==> src/rtl/bcd_stopwatch.sv <==
// Four-digit BCD stopwatch (SS.hh) with start/stop, lap freeze and clear keys.
// Keys are debounced levels; each acts once on its rising edge.
module bcd_stopwatch #(
  parameter int unsigned TICK_DIV = 500000
) (
  input  logic       clk,
  input  logic       rst_n,
  input  logic       key_ss,
  input  logic       key_lap,
  input  logic       key_clr,
  output logic [3:0] d0,
  output logic [3:0] d1,
  output logic [3:0] d2,
  output logic [3:0] d3,
  output logic       running,
  output logic       lap_active,
  output logic       ovf
);

  localparam int unsigned   PW         = $clog2(TICK_DIV);
  localparam logic [PW-1:0] PRESC_TERM = PW'(TICK_DIV - 1);

  typedef enum logic [1:0] {
    S_IDLE  = 2'd0,
    S_RUN   = 2'd1,
    S_PAUSE = 2'd2,
    S_LAP   = 2'd3
  } state_t;

  state_t          r_state;
  state_t          w_state_nxt;
  logic            r_ss_q;
  logic            r_lap_q;
  logic            r_clr_q;
  logic            r_armed;
  logic            w_req_ss;
  logic            w_req_lap;
  logic            w_req_clr;
  logic            w_snap_ld;
  logic            w_counting;
  logic            w_tick;
  logic            w_wrap;
  logic [PW-1:0]   r_presc;
  logic [15:0]     r_cnt;
  logic [15:0]     r_snap;
  logic            r_ovf;
  logic [15:0]     w_disp;

  // Increment a {c3,c2,c1,c0} BCD count; c3 wraps at 5, the rest at 9.
  // Using >= keeps any out-of-range digit from propagating.
  function automatic logic [15:0] bcd_inc(input logic [15:0] c);
    logic [15:0] n;
    logic        carry;
    logic [3:0]  lim;
    n     = c;
    carry = 1'b1;
    for (int i = 0; i < 4; i++) begin
      lim = (i == 3) ? 4'd5 : 4'd9;
      if (carry) begin
        if (c[i*4 +: 4] >= lim) begin
          n[i*4 +: 4] = 4'd0;
        end else begin
          n[i*4 +: 4] = c[i*4 +: 4] + 4'd1;
          carry       = 1'b0;
        end
      end
    end
    return n;
  endfunction

  // r_armed suppresses requests on the first edge after reset so a key held
  // through reset release is seen as already pressed.
  always_ff @(posedge clk or negedge rst_n) begin
    if (!rst_n) begin
      r_ss_q  <= 1'b0;
      r_lap_q <= 1'b0;
      r_clr_q <= 1'b0;
      r_armed <= 1'b0;
    end else begin
      r_ss_q  <= key_ss;
      r_lap_q <= key_lap;
      r_clr_q <= key_clr;
      r_armed <= 1'b1;
    end
  end

  // Priority clr > ss > lap; losers are dropped.
  assign w_req_clr = r_armed & key_clr & ~r_clr_q;
  assign w_req_ss  = r_armed & key_ss  & ~r_ss_q  & ~w_req_clr;
  assign w_req_lap = r_armed & key_lap & ~r_lap_q & ~w_req_clr & ~w_req_ss;

  assign w_counting = (r_state == S_RUN) || (r_state == S_LAP);
  assign w_tick     = w_counting && (r_presc == PRESC_TERM);
  assign w_wrap     = (r_cnt == 16'h5999);

  always_ff @(posedge clk or negedge rst_n) begin
    if (!rst_n) begin
      r_state <= S_IDLE;
    end else begin
      r_state <= w_state_nxt;
    end
  end

  always_comb begin
    w_state_nxt = r_state;
    w_snap_ld   = 1'b0;
    if (w_req_clr) begin
      w_state_nxt = S_IDLE;
    end else begin
      case (r_state)
        S_IDLE: begin
          if (w_req_ss) w_state_nxt = S_RUN;
        end
        S_RUN: begin
          if (w_req_ss) begin
            w_state_nxt = S_PAUSE;
          end else if (w_req_lap) begin
            w_state_nxt = S_LAP;
            w_snap_ld   = 1'b1;
          end
        end
        S_LAP: begin
          if (w_req_ss) begin
            w_state_nxt = S_PAUSE;
          end else if (w_req_lap) begin
            w_state_nxt = S_RUN;
          end
        end
        S_PAUSE: begin
          if (w_req_ss) w_state_nxt = S_RUN;
        end
        default: w_state_nxt = S_IDLE;
      endcase
    end
  end

  // Prescaler and count follow the current state, so a tick on the edge
  // that enters PAUSE still lands, while one on a clear edge is lost.
  always_ff @(posedge clk or negedge rst_n) begin
    if (!rst_n) begin
      r_presc <= '0;
      r_cnt   <= 16'h0000;
      r_snap  <= 16'h0000;
      r_ovf   <= 1'b0;
    end else begin
      r_ovf <= w_tick & w_wrap & ~w_req_clr;
      if (w_req_clr || (r_state == S_IDLE)) begin
        r_presc <= '0;
        r_cnt   <= 16'h0000;
      end else if (w_counting) begin
        r_presc <= w_tick ? '0 : (r_presc + PW'(1));
        if (w_tick) r_cnt <= bcd_inc(r_cnt);
      end
      if (w_req_clr) begin
        r_snap <= 16'h0000;
      end else if (w_snap_ld) begin
        r_snap <= r_cnt;
      end
    end
  end

  assign w_disp     = (r_state == S_LAP) ? r_snap : r_cnt;
  assign d0         = w_disp[3:0];
  assign d1         = w_disp[7:4];
  assign d2         = w_disp[11:8];
  assign d3         = w_disp[15:12];
  assign running    = w_counting;
  assign lap_active = (r_state == S_LAP);
  assign ovf        = r_ovf;

endmodule

==> config.mk <==
export PLATFORM = sky130hd
export DESIGN_NAME = bcd_stopwatch
export DESIGN_NICKNAME = d
export VERILOG_FILES = /design/src/rtl/bcd_stopwatch.sv
export SDC_FILE = /design/constraint.sdc
export NUM_CORES = 1
export LEC_CHECK = 0
export CORE_ASPECT_RATIO = 0.9
export CORE_MARGIN = 2
export CORE_UTILIZATION = 30
export CTS_CLUSTER_DIAMETER = 40
export CTS_CLUSTER_SIZE = 14
export DETAILED_ROUTE_END_ITERATION = 12
export PLACE_DENSITY = 0.52
export SLEW_MARGIN = 20
export SYNTH_ARGS = -nofsm -noshare
export SYNTH_HDL_FRONTEND = slang
export SYNTH_SLANG_ARGS = --single-unit
==> constraint.sdc <==
create_clock -name clk -period 4.2 [get_ports clk]
set_input_delay 0.63 -clock clk [delete_from_list [all_inputs] [get_ports clk]]
set_output_delay 0.63 -clock clk [all_outputs]
set_load 0.05 [all_outputs]
Yosys cells after proc, flatten, opt, wreduce, memory -nomap -nowiden
Index checks and enable logic that the tools add are counted.
{"block": "word_totals", "in_bits": 5, "reg_bits": 58, "elab_cells": 102, "output_inout_bits": 19}
{"block": "classes", "mux": 41, "n_eq_ne": 8, "addsub": 5, "n_reduce_logical": 16, "n_lt_le_gt_ge": 4, "bitwise": 16}
{"operator": "two-way mux 16 bit", "count": 6}
{"operator": "two-way mux 19 bit", "count": 3}
{"operator": "two-way mux 4 bit", "count": 7}
{"operator": "adder 19 x 1 -> 19 bit, second input constant", "count": 1}
{"operator": "== test 19 bit, second input constant", "count": 1}
{"operator": "two-way mux 1 bit", "count": 18}
{"operator": "adder 4 x 1 -> 4 bit, second input constant", "count": 4}
{"operator": "== test 16 x 15 -> 1 bit, second input constant", "count": 1}
{"operator": ">= comparator 4 bit, second input constant", "count": 3}
{"operator": "two-way mux 2 bit", "count": 6}
{"operator": "AND reduction 3 bit", "count": 4}
{"operator": "nonzero test 2 bit", "count": 6}
{"operator": "bitwise AND 1 bit", "count": 11}
{"operator": "one-hot mux 2 bit (3 select lines)", "count": 1}
{"operator": "inverter 1 bit", "count": 5}
{"operator": "== test 2 bit, second input constant", "count": 2}
{"operator": ">= comparator 4 x 3 -> 1 bit, second input constant", "count": 1}
{"operator": "!= test 4 x 1 -> 1 bit, second input constant", "count": 1}
{"operator": "!= test 4 bit, second input constant", "count": 1}
{"operator": "!= test 3 x 1 -> 1 bit, second input constant", "count": 1}
{"operator": "== test 2 x 1 -> 1 bit, second input constant", "count": 1}
{"operator": "logical NOT 2 bit", "count": 1}
{"operator": "logical OR 1 bit", "count": 2}
{"operator": "AND reduction 2 bit", "count": 1}
{"operator": "2 further kinds", "count": 2}

Depth between registers and ports, before layout
Gate-level depths: netlist (run 1).
{"block": "depth", "ltp_word": 18, "mapped_depth": 7, "depth_no_buf": 6}

Least setup slack after synthesis (run 1)
Ideal clock, no wire load.
{"block": "synth_path", "path_kind": "reg2out", "from": "register r_state[1]", "to": "output port d0[1]", "t_required_ps": 3570, "path_stages_with_launch": 6, "path_slack_ps": 1217, "n_path_buf": 2, "arrival_ps": 2353, "path_cell_list": "dfrtp_1 clkbuf_1 nand2_1 inv_1 clkbuf_1 o21ai_0"}
{"block": "synth_between", "elab_chain_len": 2}
{"element": "from (decl)", "line_no": "30", "rtl": "state_t r_state;"}
{"element": "from (signal assigned)", "line_no": "100", "rtl": "r_state <= w_state_nxt;"}
{"element": "== test 2 bit"}
{"element": "net lap_active", "line_no": "16", "rtl": "output logic lap_active,"}
{"element": "two-way mux 16 bit", "line_no": "162", "rtl": "assign w_disp = (r_state == S_LAP) ? r_snap : r_cnt;"}
{"element": "to (decl)", "line_no": "11", "rtl": "output logic [3:0] d0,"}
The timed path passes the listed nets, and every way through them passes these cells.

Final worst setup path (run 1)
{"block": "layout_path", "from": "register r_state[1]", "to": "output port d3[0]"}
{"block": "layout_between", "elab_chain_len": 2}
{"element": "== test 2 bit", "line_no": "162"}
{"element": "two-way mux 16 bit", "line_no": "162"}
{"element": "to (decl)", "line_no": "14", "rtl": "output logic [3:0] d3,"}
Every way passes these cells.

==> flow_metrics.py, run 1 <==
metrics = {
    "die": {
        "chipWidth_um": 114,
        "floorplan.initialDensity_pct": 30.6,
        "fp.dieArea_um2": 11800,
        "ioPinCount": 24,
        "fp.dieH_um": 103,
        "fp-row-count": 36,
        "design.core.area_um2": 10800,
    },
    "final_layout": {
        "layout.filler_cells": 1116,
        "final_cell_count_no_fill": 524,
        "final_layout_size_suffix_gt1_share_pct": 8.95,
        "area.growth.synth_to_final_pct": 18.8,
        "antenna_fix_cells": 0,
        "finish.net_count": 408,
    },
    "setup_path": {
        "r2r_slack_ns": 1.85,
        "critical_path.startpoint_type": "flip-flop",
        "timing.critical_path.required_ns": 3.57,
        "worst_r2r_endpoint": "r_cnt[7]",
        "cp_cell_sequence": "nand2_1, inv_1, nand2_1, o21ai_0, clkdlybuf4s50_1",
        "crit_path_max_incr_delay_ns": 0.84,
        "critical_path.max_fanout": 21,
        "critical-path-top-cell-by-count": "nand2_1",
        "setup.worst_path.end_class": "output pin",
        "data_arrival_time_at_the_worst_slack_endpoint_ns": 2.59,
        "worst-r2r-cell-count": 4,
        "timing.setup.critical_path_class": "flip-flop to output pin",
        "cp_slowest_cell": "clkdlybuf4s50_1",
        "reg2reg_from": "r_presc[14]",
    },
    "timing": {
        "timing.setup.tns_ns": 0,
        "final_hold_viol_count": 0,
        "timing.final.setup_violations": 0,
        "layout_min_cycle_time_ns": 3.22,
        "skew_ns": 0.00333,
        "drv_slew": 0,
        "final.period_utilization_pct": 76.6,
        "max_freq_mhz": 311,
        "slew_headroom_pct": 47.9,
        "hold-worst-slack_ns": 0.390,
        "timing_worst_slew_pin_value_ns": 0.775,
        "rsz0062_at_grt": "false",
    },
    "synthesis": {
        "portion_of_the_post_synthesis_area_used_by_sequential_elements_pct": 44.0,
        "synth_top_area_cell": "dfrtp_1",
        "ys_seq_elements": 58,
        "synthMostInstantiatedCell": "nand2_1",
        "synth_top_cell_area_share_pct": 44.0,
        "synth-edff-count": 0,
        "synth_area_um2": 3300,
        "ys_top_cells_by_area": "dfrtp_1, nand2_1, o21ai_0",
        "synth_cell_types": 54,
        "post_synth_inst_count": 370,
        "synth_top_flop_cell": "dfrtp_1",
        "synth-async-reset-ratio_pct": 100,
        "synth.avg_cell_area_um2": 8.91,
        "yosys-top-cells-count": "nand2_1, dfrtp_1, o21ai_0",
        "syn-num-nets": 388,
        "yosys_warnings": 0,
    },
    "clocking": {
        "numClockSinks": 58,
        "clockRootBuffer": "clkbuf_16",
        "cts_max_path_buffers": 2,
        "cts_inserted_buffers": 9,
        "worstSkewPairLatency_ns": 0.32,
        "worst_setup_hold_path_clk_slew_ns": 0.05,
        "cts-htree-levels": 3,
        "cts.repair_timing.setup_buffer_count": 0,
        "tritoncts": "yes",
        "cts_resized": 0,
        "cts_hold_buf": 0,
    },
    "pwr": {
        "power_density_nw_per_um2": 374,
        "ir_drop_v": 0.000221,
        "leakagePower_uw": 0.00155,
    },
    "route": {
        "avgRoutedWirePerCell_um": 15.3,
        "met2_length_um": 3490,
        "highest-signal-layer": "met4",
        "vias_per_cell": 5.22,
        "num_vias": 2736,
        "drt-pass1-iter-count": 4,
        "drt_wirelength_um": 8010,
        "drc_errors": 0,
        "routed_wl_met3_um": 260,
        "drt-met1-wl_um": 4190,
        "detail-route-antenna-nets": 0,
        "initial_drc_count": 133,
    },
    "status": {
        "run_status": "complete, no violations",
    },
    "placement": {
        "io_buffer_count": 23,
        "gpl.final_weighted_congestion": 0.802,
        "placed_cells_incl_taps": 512,
        "post-dp-hpwl_um": 5600,
    },
    "min_path": {
        "hold_path.class": "primary input to async pin",
    },
    "global_routing": {
        "wire_length_of_the_first_global_routing_pass_um": 13700,
        "gr-usage-all-layers_pct": 14.9,
        "antenna_violations_before_repair": 0,
        "number_of_global_route_vias_before_repair": 2588,
        "grt-ovfl-total": 0,
        "grt_start_max_net_pins": 36,
    },
    "job": {
        "max_cap_viol_count": 0,
    },
}
==> metrics by stage <==
| step | setup WS [ns] | cell area (um2) | utilization, % | power, uW |
|---|---|---|---|---|
| floorplan | 1.22 | 3300 | - | 742 |
| global placement | 1.34 | 3650 | 33.9 | 807 |
| detailed placement | 1.27 | 3650 | 33.9 | 809 |
| CTS | 0.914 | 3910 | 36.4 | 1480 |
| global route | 0.716 | 3910 | 36.4 | 1540 |
| finish | 0.983 | 3910 | 36.4 | 1460 |
==> worst max-delay path by stage <==
stage | startpoint | end | cells after the start
3_3_place_gp | r_state[0] | d0[3] | 5
5_1_grt | r_state[0] | d2[0] | 5
3_5_place_dp | r_state[0] | d3[0] | 5
2_1_floorplan | r_state[1] | d0[1] | 5
6_report | r_state[1] | d3[0] | 5
4_1_cts | r_state[0] | d3[0] | 5
==> final cells by class <==
| class | count | area [um2] | area share (%) |
|---|---|---|---|
| flip-flops and latches | 58 | 1450 | 37.1 |
| repair buffers | 28 | 263 | 6.71 |
| well taps | 133 | 166 | 4.25 |
| inverters | 13 | 48.8 | 1.25 |
| multi-input cells | 280 | 1720 | 43.9 |
| clock buffers | 12 | 267 | 6.81 |
==> cell usage in the layout, fill, tap and decap left out, types with 2 or more instances in the layout <==
cell,instances
and2_1,2
nand2b_1,4
clkdlybuf4s50_1,22
a21oi_1,21
dfrtp_1,58
buf_4,5
nand4_1,12
o211ai_1,2
or3_1,6
o41ai_1,2
or4_1,5
nor4_1,3
o21ai_1,2
nor3_1,5
xor2_1,5
mux2i_1,6
o22ai_1,2
and3_1,4
o21ai_0,41
clkbuf_16,9
or3b_2,3
nor2_1,17
and4_1,4
nand3_1,18
nor4b_2,2
nand3b_1,2
ha_1,13
clkbuf_8,3
nand2_1,61
inv_1,13
nand4b_1,3
a21boi_0,3
o31ai_1,7
mux2_2,6
==> state kept, by name, summed over array words and instances (netlist names) <==
signal and count:
r_presc 19, r_cnt 16, r_snap 16, r_state 2, ovf 1, r_armed 1, r_clr_q 1, r_lap_q 1
r_ss_q 1
==> critical path, delay by kind of cell, from the launching register on <==
kind,cells,cell delay [ns]
buffers and inverters,2,1.37
DFF,1,0.45
and+or+nand+nor,2,0.36
AOI/OAI and AO/OA,1,0.09
==> where the power goes <==
part	internal (uW)	leakage (uW)	switching [uW]	total, uW
Sequential	577	0.000798	21.1	598
Clock	433	0.000132	231	664
Combinational	54.2	0.000618	149	203
Total	1060	0.00155	401	1460
==> cells by family after synthesis <==
kind of cell               share of synthesized area, %
adders and majority gates                          4.94
and+or+nand+nor                                    26.1
xor gates and xnor gates                           1.59
other                                             0.114
DFF                                                44.0
buffers and inverters                              4.02
AOI/OAI and AO/OA                                  15.3
muxes                                              3.87
==> layer usage <==
metal  vias up  global-route usage (%)
met2        40                    22.3
met4         0                    3.47
met3         5                    4.14
li1       1364                       -
met5         -                       0
met1      1327                    21.4
Note: power is estimated with default switching activity, not from simulation.
==> run 2: changes to the inputs <==
==> constraint.sdc (replaced) <==
create_clock -name clk -period 3.25 [get_ports clk]
set_input_delay 0.4875 -clock clk [delete_from_list [all_inputs] [get_ports clk]]
set_output_delay 0.4875 -clock clk [all_outputs]
set_load 0.05 [all_outputs]
==> flow_metrics.py, run 2 (same netlist as run 1, synthesis figures left out) <==
metrics = {
    "die": {
        "fp-row-count": 36,
        "chipWidth_um": 114,
        "fp.dieArea_um2": 11800,
        "ioPinCount": 24,
        "design.core.area_um2": 10800,
        "fp.dieH_um": 103,
        "floorplan.initialDensity_pct": 30.6,
    },
    "final_layout": {
        "mostFrequentLayoutCell": "nand2_1",
        "top_register": "r_presc",
        "antenna_fix_cells": 0,
        "layout.filler_cells": 1093,
        "final_layout_size_suffix_gt1_share_pct": 10.6,
        "layout_top_registers": "r_presc (19), r_cnt (16), r_snap (16)",
        "area.growth.synth_to_final_pct": 20.3,
        "finish.net_count": 409,
        "final_cell_mix": "nand2_1, dfrtp_1, o21ai_0",
        "largest_reg_flops": 19,
    },
    "setup_path": {
        "timing.setup.critical_path_class": "flip-flop to output pin",
        "critical_path.max_fanout": 11,
        "timing.critical_path.required_ns": 2.76,
        "data_arrival_time_at_the_worst_slack_endpoint_ns": 2.52,
        "critical_path.startpoint_type": "flip-flop",
        "setup.worst_path.end_class": "output pin",
    },
    "pwr": {
        "leakagePower_uw": 0.00155,
        "power_density_nw_per_um2": 510,
        "cellInternalPower_uw": 1430,
        "pwr-share-seq_pct": 38.3,
        "fin_total_pwr_uw": 2020,
        "power_frac_clock_pct": 48.4,
        "power.net_switching_uw": 592,
        "power_frac_comb_pct": 13.3,
        "ir_drop_v": 0.000264,
        "p_sw_share_pct": 29.3,
    },
    "global_routing": {
        "wire_length_of_the_first_global_routing_pass_um": 14300,
        "antenna_violations_before_repair": 0,
        "grt_start_max_net_pins": 41,
        "grt-ovfl-total": 0,
        "number_of_global_route_vias_before_repair": 2705,
        "gr-usage-all-layers_pct": 15.6,
    },
    "route": {
        "drt-pass1-iter-count": 5,
        "vias_per_cell": 5.28,
        "drt_wirelength_um": 8430,
        "avgRoutedWirePerCell_um": 15.9,
        "initial_drc_count": 136,
        "num_vias": 2795,
        "drc_errors": 0,
        "detail-route-antenna-nets": 0,
    },
    "clocking": {
        "cts_inserted_buffers": 9,
        "worstSkewPairLatency_ns": 0.34,
        "tritoncts": "yes",
        "cts_max_path_buffers": 2,
        "cts.repair_timing.setup_buffer_count": 0,
        "numClockSinks": 58,
        "clockRootBuffer": "clkbuf_16",
        "worst_setup_hold_path_clk_slew_ns": 0.06,
        "cts-htree-levels": 3,
    },
    "placement": {
        "post-dp-hpwl_um": 5540,
        "io_buffer_count": 23,
        "gpl.final_weighted_congestion": 0.797,
        "dp_slack_ns": 0.357,
    },
    "timing": {
        "rsz0062_at_grt": "false",
        "skew_ns": 0.00900,
        "hold-worst-slack_ns": 0.0822,
        "slew_headroom_pct": 44.7,
        "max_freq_mhz": 332,
        "final_hold_viol_count": 0,
        "layout_min_cycle_time_ns": 3.01,
        "timing.final.setup_violations": 0,
        "final.period_utilization_pct": 92.6,
        "drv_slew": 0,
        "timing_worst_slew_pin_value_ns": 0.824,
        "fin_ws_ns": 0.241,
        "timing.setup.tns_ns": 0,
    },
    "status": {
        "run_status": "complete, no violations",
    },
    "job": {
        "max_cap_viol_count": 0,
    },
    "min_path": {
        "hold_path.class": "primary input to async pin",
    },
}
-- run 2: metrics by stage --
stage | instance area (um2) | util (%) | instances
after detailed placement | 3650 | 33.9 | 512
after CTS | 3970 | 36.8 | 529
after global routing | 3970 | 36.8 | 529
after floorplan | 3300 | - | 370
final | 3970 | 36.8 | 529
after global placement | 3650 | 33.9 | 512
-- run 2: cell type report --
cell class              instances  area, um2  area share, %
inverters                      13       52.6           1.33
well taps                     133        166           4.20
clock buffers                  10        239           6.03
clock inverters                 6       66.3           1.67
repair buffers                 28        262           6.60
flip-flops and latches         58       1450           36.6
multi-input cells             280       1720           43.4
repair inverters                1       7.51          0.189
-- run 2: path summary, 6_finish.rpt --
path	to	cells after the start	start	slack (ns)
worst max-delay path	d3[0]	4	r_state[0]	0.24
worst min-delay path	r_presc[4]	1	rst_n	0.08
worst max register to register	r_cnt[7]	4	r_presc[14]	0.86
worst min register to register	r_snap[3]	2	r_snap[3]	0.53
max in group asynchronous	r_cnt[6]	2	rst_n	2.27
min in group clk	r_snap[3]	2	r_snap[3]	0.53
-- run 2: layer usage --
layer / GRT usage [%] / wire (um)
met5: 0 / 0
met4: 5.07 / 78
met3: 3.21 / 307
met2: 23.3 / 3760
met1: 22.7 / 4290
-- run 2: critical path: stages, from the launching register on --
cell and delay [ns]:
dfrtp_1 0.47, nand2_2 0.28, clkinvlp_4 0.33, o21ai_0 0.26, clkdlybuf4s50_1 0.83
-- run 2: power groups by stage --
| stage | Sequential (uW) | Clock [uW] | Combinational [uW] |
|---|---|---|---|
| floorplan | 768 | 0 | 190 |
| global placement | 782 | 0 | 259 |
| detailed placement | 785 | 0 | 262 |
| CTS | 773 | 997 | 271 |
| global route | 779 | 1030 | 300 |
| finish | 774 | 979 | 269 |
-- run 2: what timing repair did --
item,in CTS,in global routing
resized for setup,4,0
endpoints found under the setup margin,1,0
hold buffers,0,0
==> run 3: changes to the inputs <==
--- a/config.mk
+++ b/config.mk
@@ -5,6 +5,7 @@
 export SDC_FILE = /design/constraint.sdc
 export NUM_CORES = 1
 export LEC_CHECK = 0
+export ABC_AREA = 1
 export CORE_ASPECT_RATIO = 0.9
 export CORE_MARGIN = 2
 export CORE_UTILIZATION = 30
@@ -12,6 +13,7 @@
 export CTS_CLUSTER_SIZE = 14
 export DETAILED_ROUTE_END_ITERATION = 12
 export PLACE_DENSITY = 0.52
+export SKIP_CTS_REPAIR_TIMING = 1
 export SLEW_MARGIN = 20
 export SYNTH_ARGS = -nofsm -noshare
 export SYNTH_HDL_FRONTEND = slang
==> flow_metrics.py, run 3 <==
metrics = {
    "synthesis": {
        "yosys.area_share.xor_xnor_pct": 2.94,
        "synth_top_flop_cell": "dfrtp_1",
        "synthAdderAreaFrac_pct": 4.55,
        "synth-edff-count": 0,
        "post_synth_inst_count": 453,
        "synthMostInstantiatedCell": "nand2_1",
        "largest_family_of_logic_cells_by_synthesized_area": "simple AND/OR/NAND/NOR gates",
        "yosys-top-cells-count": "nand2_1, dfrtp_1, inv_1",
        "yosys_warnings": 0,
        "synth_top_area_cell": "dfrtp_1",
        "muxShareOfSynthArea_pct": 0,
        "portion_of_the_post_synthesis_area_used_by_sequential_elements_pct": 40.6,
        "ys_seq_elements": 58,
        "synth_cell_types": 40,
        "synth_area_um2": 3580,
        "synth.avg_cell_area_um2": 7.90,
        "ys_top_cells_by_area": "dfrtp_1, nand2_1, inv_1",
        "synth-async-reset-ratio_pct": 100,
        "syn-num-nets": 471,
        "synth_top_cell_area_share_pct": 40.6,
        "synth-compound-area-share_pct": 9.79,
        "synth_simple_gate_area_share_pct": 32.3,
    },
    "timing": {
        "slew_headroom_pct": 64.6,
        "layout_min_cycle_time_ns": 2.88,
        "timing.final.setup_violations": 0,
        "skew_ns": 0.00820,
        "timing.setup.tns_ns": 0,
        "rsz0062_at_grt": "false",
        "max_freq_mhz": 347,
        "drv_slew": 0,
        "timing_worst_slew_pin_value_ns": 0.531,
        "final.period_utilization_pct": 88.8,
        "fin_ws_ns": 0.365,
        "final_hold_viol_count": 0,
    },
    "placement": {
        "dp_slack_ns": 0.695,
        "io_buffer_count": 23,
        "post-dp-hpwl_um": 5900,
        "gpl.final_weighted_congestion": 0.833,
    },
    "route": {
        "initial_drc_count": 139,
        "drt-pass1-iter-count": 6,
        "drt_wirelength_um": 8180,
        "avgRoutedWirePerCell_um": 12.8,
        "vias_per_cell": 4.68,
        "detail-route-antenna-nets": 0,
        "drc_errors": 0,
        "num_vias": 2980,
    },
    "setup_path": {
        "reg2reg_from": "r_state[0]",
        "critical_path.startpoint_type": "flip-flop",
        "data_arrival_time_at_the_worst_slack_endpoint_ns": 2.40,
        "timing.critical_path.required_ns": 2.76,
        "timing.setup.critical_path_class": "flip-flop to output pin",
        "worstSetupStartpoint": "r_state[0]",
        "critical_path.max_fanout": 34,
        "setup.worst_path.end_class": "output pin",
    },
    "die": {
        "chipWidth_um": 119,
        "fp.dieArea_um2": 12800,
        "floorplan.initialDensity_pct": 31.0,
        "ioPinCount": 24,
        "fp.dieH_um": 108,
        "design.core.area_um2": 11500,
        "fp-row-count": 37,
    },
    "pwr": {
        "leakagePower_uw": 0.00186,
        "power_density_nw_per_um2": 778,
        "pwr-share-seq_pct": 30.6,
        "ir_drop_v": 0.000299,
        "power_frac_clock_pct": 31.1,
        "power_frac_comb_pct": 38.3,
        "cellInternalPower_uw": 1920,
        "power.net_switching_uw": 1370,
        "p_sw_share_pct": 41.6,
    },
    "job": {
        "max_cap_viol_count": 0,
    },
    "global_routing": {
        "met1_usage_pct": 20.7,
        "grt_start_max_net_pins": 35,
        "grt-ovfl-total": 0,
        "antenna_violations_before_repair": 0,
        "wire_length_of_the_first_global_routing_pass_um": 14800,
        "grt.met3_usage_pct": 3.07,
        "global_route.usage.met2_pct": 21.3,
        "number_of_global_route_vias_before_repair": 2967,
        "globalRoute.busiestLayer": "met2",
        "gr-usage-all-layers_pct": 14.4,
    },
    "final_layout": {
        "seq_area_um2": 1450,
        "finish.net_count": 494,
        "layout_top_registers": "r_presc (19), r_cnt (16), r_snap (16)",
        "layout.filler_cells": 1204,
        "final_layout_size_suffix_gt1_share_pct": 12.1,
        "area.growth.synth_to_final_pct": 17.8,
        "antenna_fix_cells": 0,
        "largest_reg_flops": 19,
        "final_cell_mix": "nand2_1, dfrtp_1, inv_1",
        "multi_input_area_um2": 1780,
        "top_register": "r_presc",
        "mostFrequentLayoutCell": "nand2_1",
    },
    "clocking": {
        "cts-htree-levels": 3,
        "numClockSinks": 58,
        "worst_setup_hold_path_clk_slew_ns": 0.05,
        "cts_max_path_buffers": 2,
        "cts_inserted_buffers": 9,
        "tritoncts": "yes",
        "worstSkewPairLatency_ns": 0.33,
        "clockRootBuffer": "clkbuf_16",
    },
    "min_path": {
        "hold_path.class": "primary input to async pin",
    },
    "status": {
        "run_status": "complete, no violations",
    },
}
-- run 3: critical path: stages (launching register included) --
cell,delay [ns]
dfrtp_1,0.61
nand2_4,0.30
o21ai_0,0.30
clkdlybuf4s50_1,0.85
-- run 3: power by group through the flow --
stage               Clock, uW  Combinational [uW]  Sequential, uW
detailed placement          0                1260            1010
global route             1080                1410            1030
global placement            0                1260            1010
CTS                      1050                1270            1000
floorplan                   0                1040             953
finish                   1020                1260            1000
-- run 3: routing by layer --
layer | routed length, um | up-vias
li1 | - | 1509
met1 | 4140 | 1407
met2 | 3560 | 56
met3 | 368 | 8
met4 | 112 | 0
met5 | 0 | -
-- run 3: path summary, 6_finish.rpt --
kind                               endpoint  slack, ns  depth (start not counted)
worst max-delay path                  d1[0]       0.37                          3
worst min register to register   r_snap[11]       0.51                          2
worst min-delay path            r_presc[13]       0.14                          1
worst max register to register   r_presc[1]       1.23                          6
min in group clk                 r_snap[11]       0.51                          2
max in group asynchronous        r_snap[11]       2.42                          2
-- run 3: layout make-up --
class / count / share of cell area [%]
Timing Repair Buffer: 25 / 5.70
Clock buffer: 11 / 5.76
Tap cell: 156 / 4.63
Multi-Input combinational cell: 321 / 42.2
Inverter: 61 / 5.43
Sequential cell: 58 / 34.4
Clock inverter: 5 / 1.84
-- run 3: kinds of logic (layout without fill, tap and decap cells) --
kind of cell | after synthesis | count (layout)
AO/OA/AOI/OAI | 50 | 50
XOR/XNOR | 12 | 12
adder cells (fa/ha/maj) | 13 | 13
buffers and inverters | 74 | 102
flip-flops | 58 | 58
other | 1 | 1
AND/OR/NAND/NOR | 245 | 245
-- run 3: through the flow --
step                      area [um2]  utilization [%]  std cells  total power, uW  hold slack, ns
final                           4220             36.6        637             3280           0.141
after global routing            4220             36.6        637             3520           0.178
after CTS                       4220             36.6        637             3320           0.157
after detailed placement        3890             33.8        621             2280           0.499
after global placement          3890             33.8        621             2270           0.497
after floorplan                 3580                -        453             1990           0.192
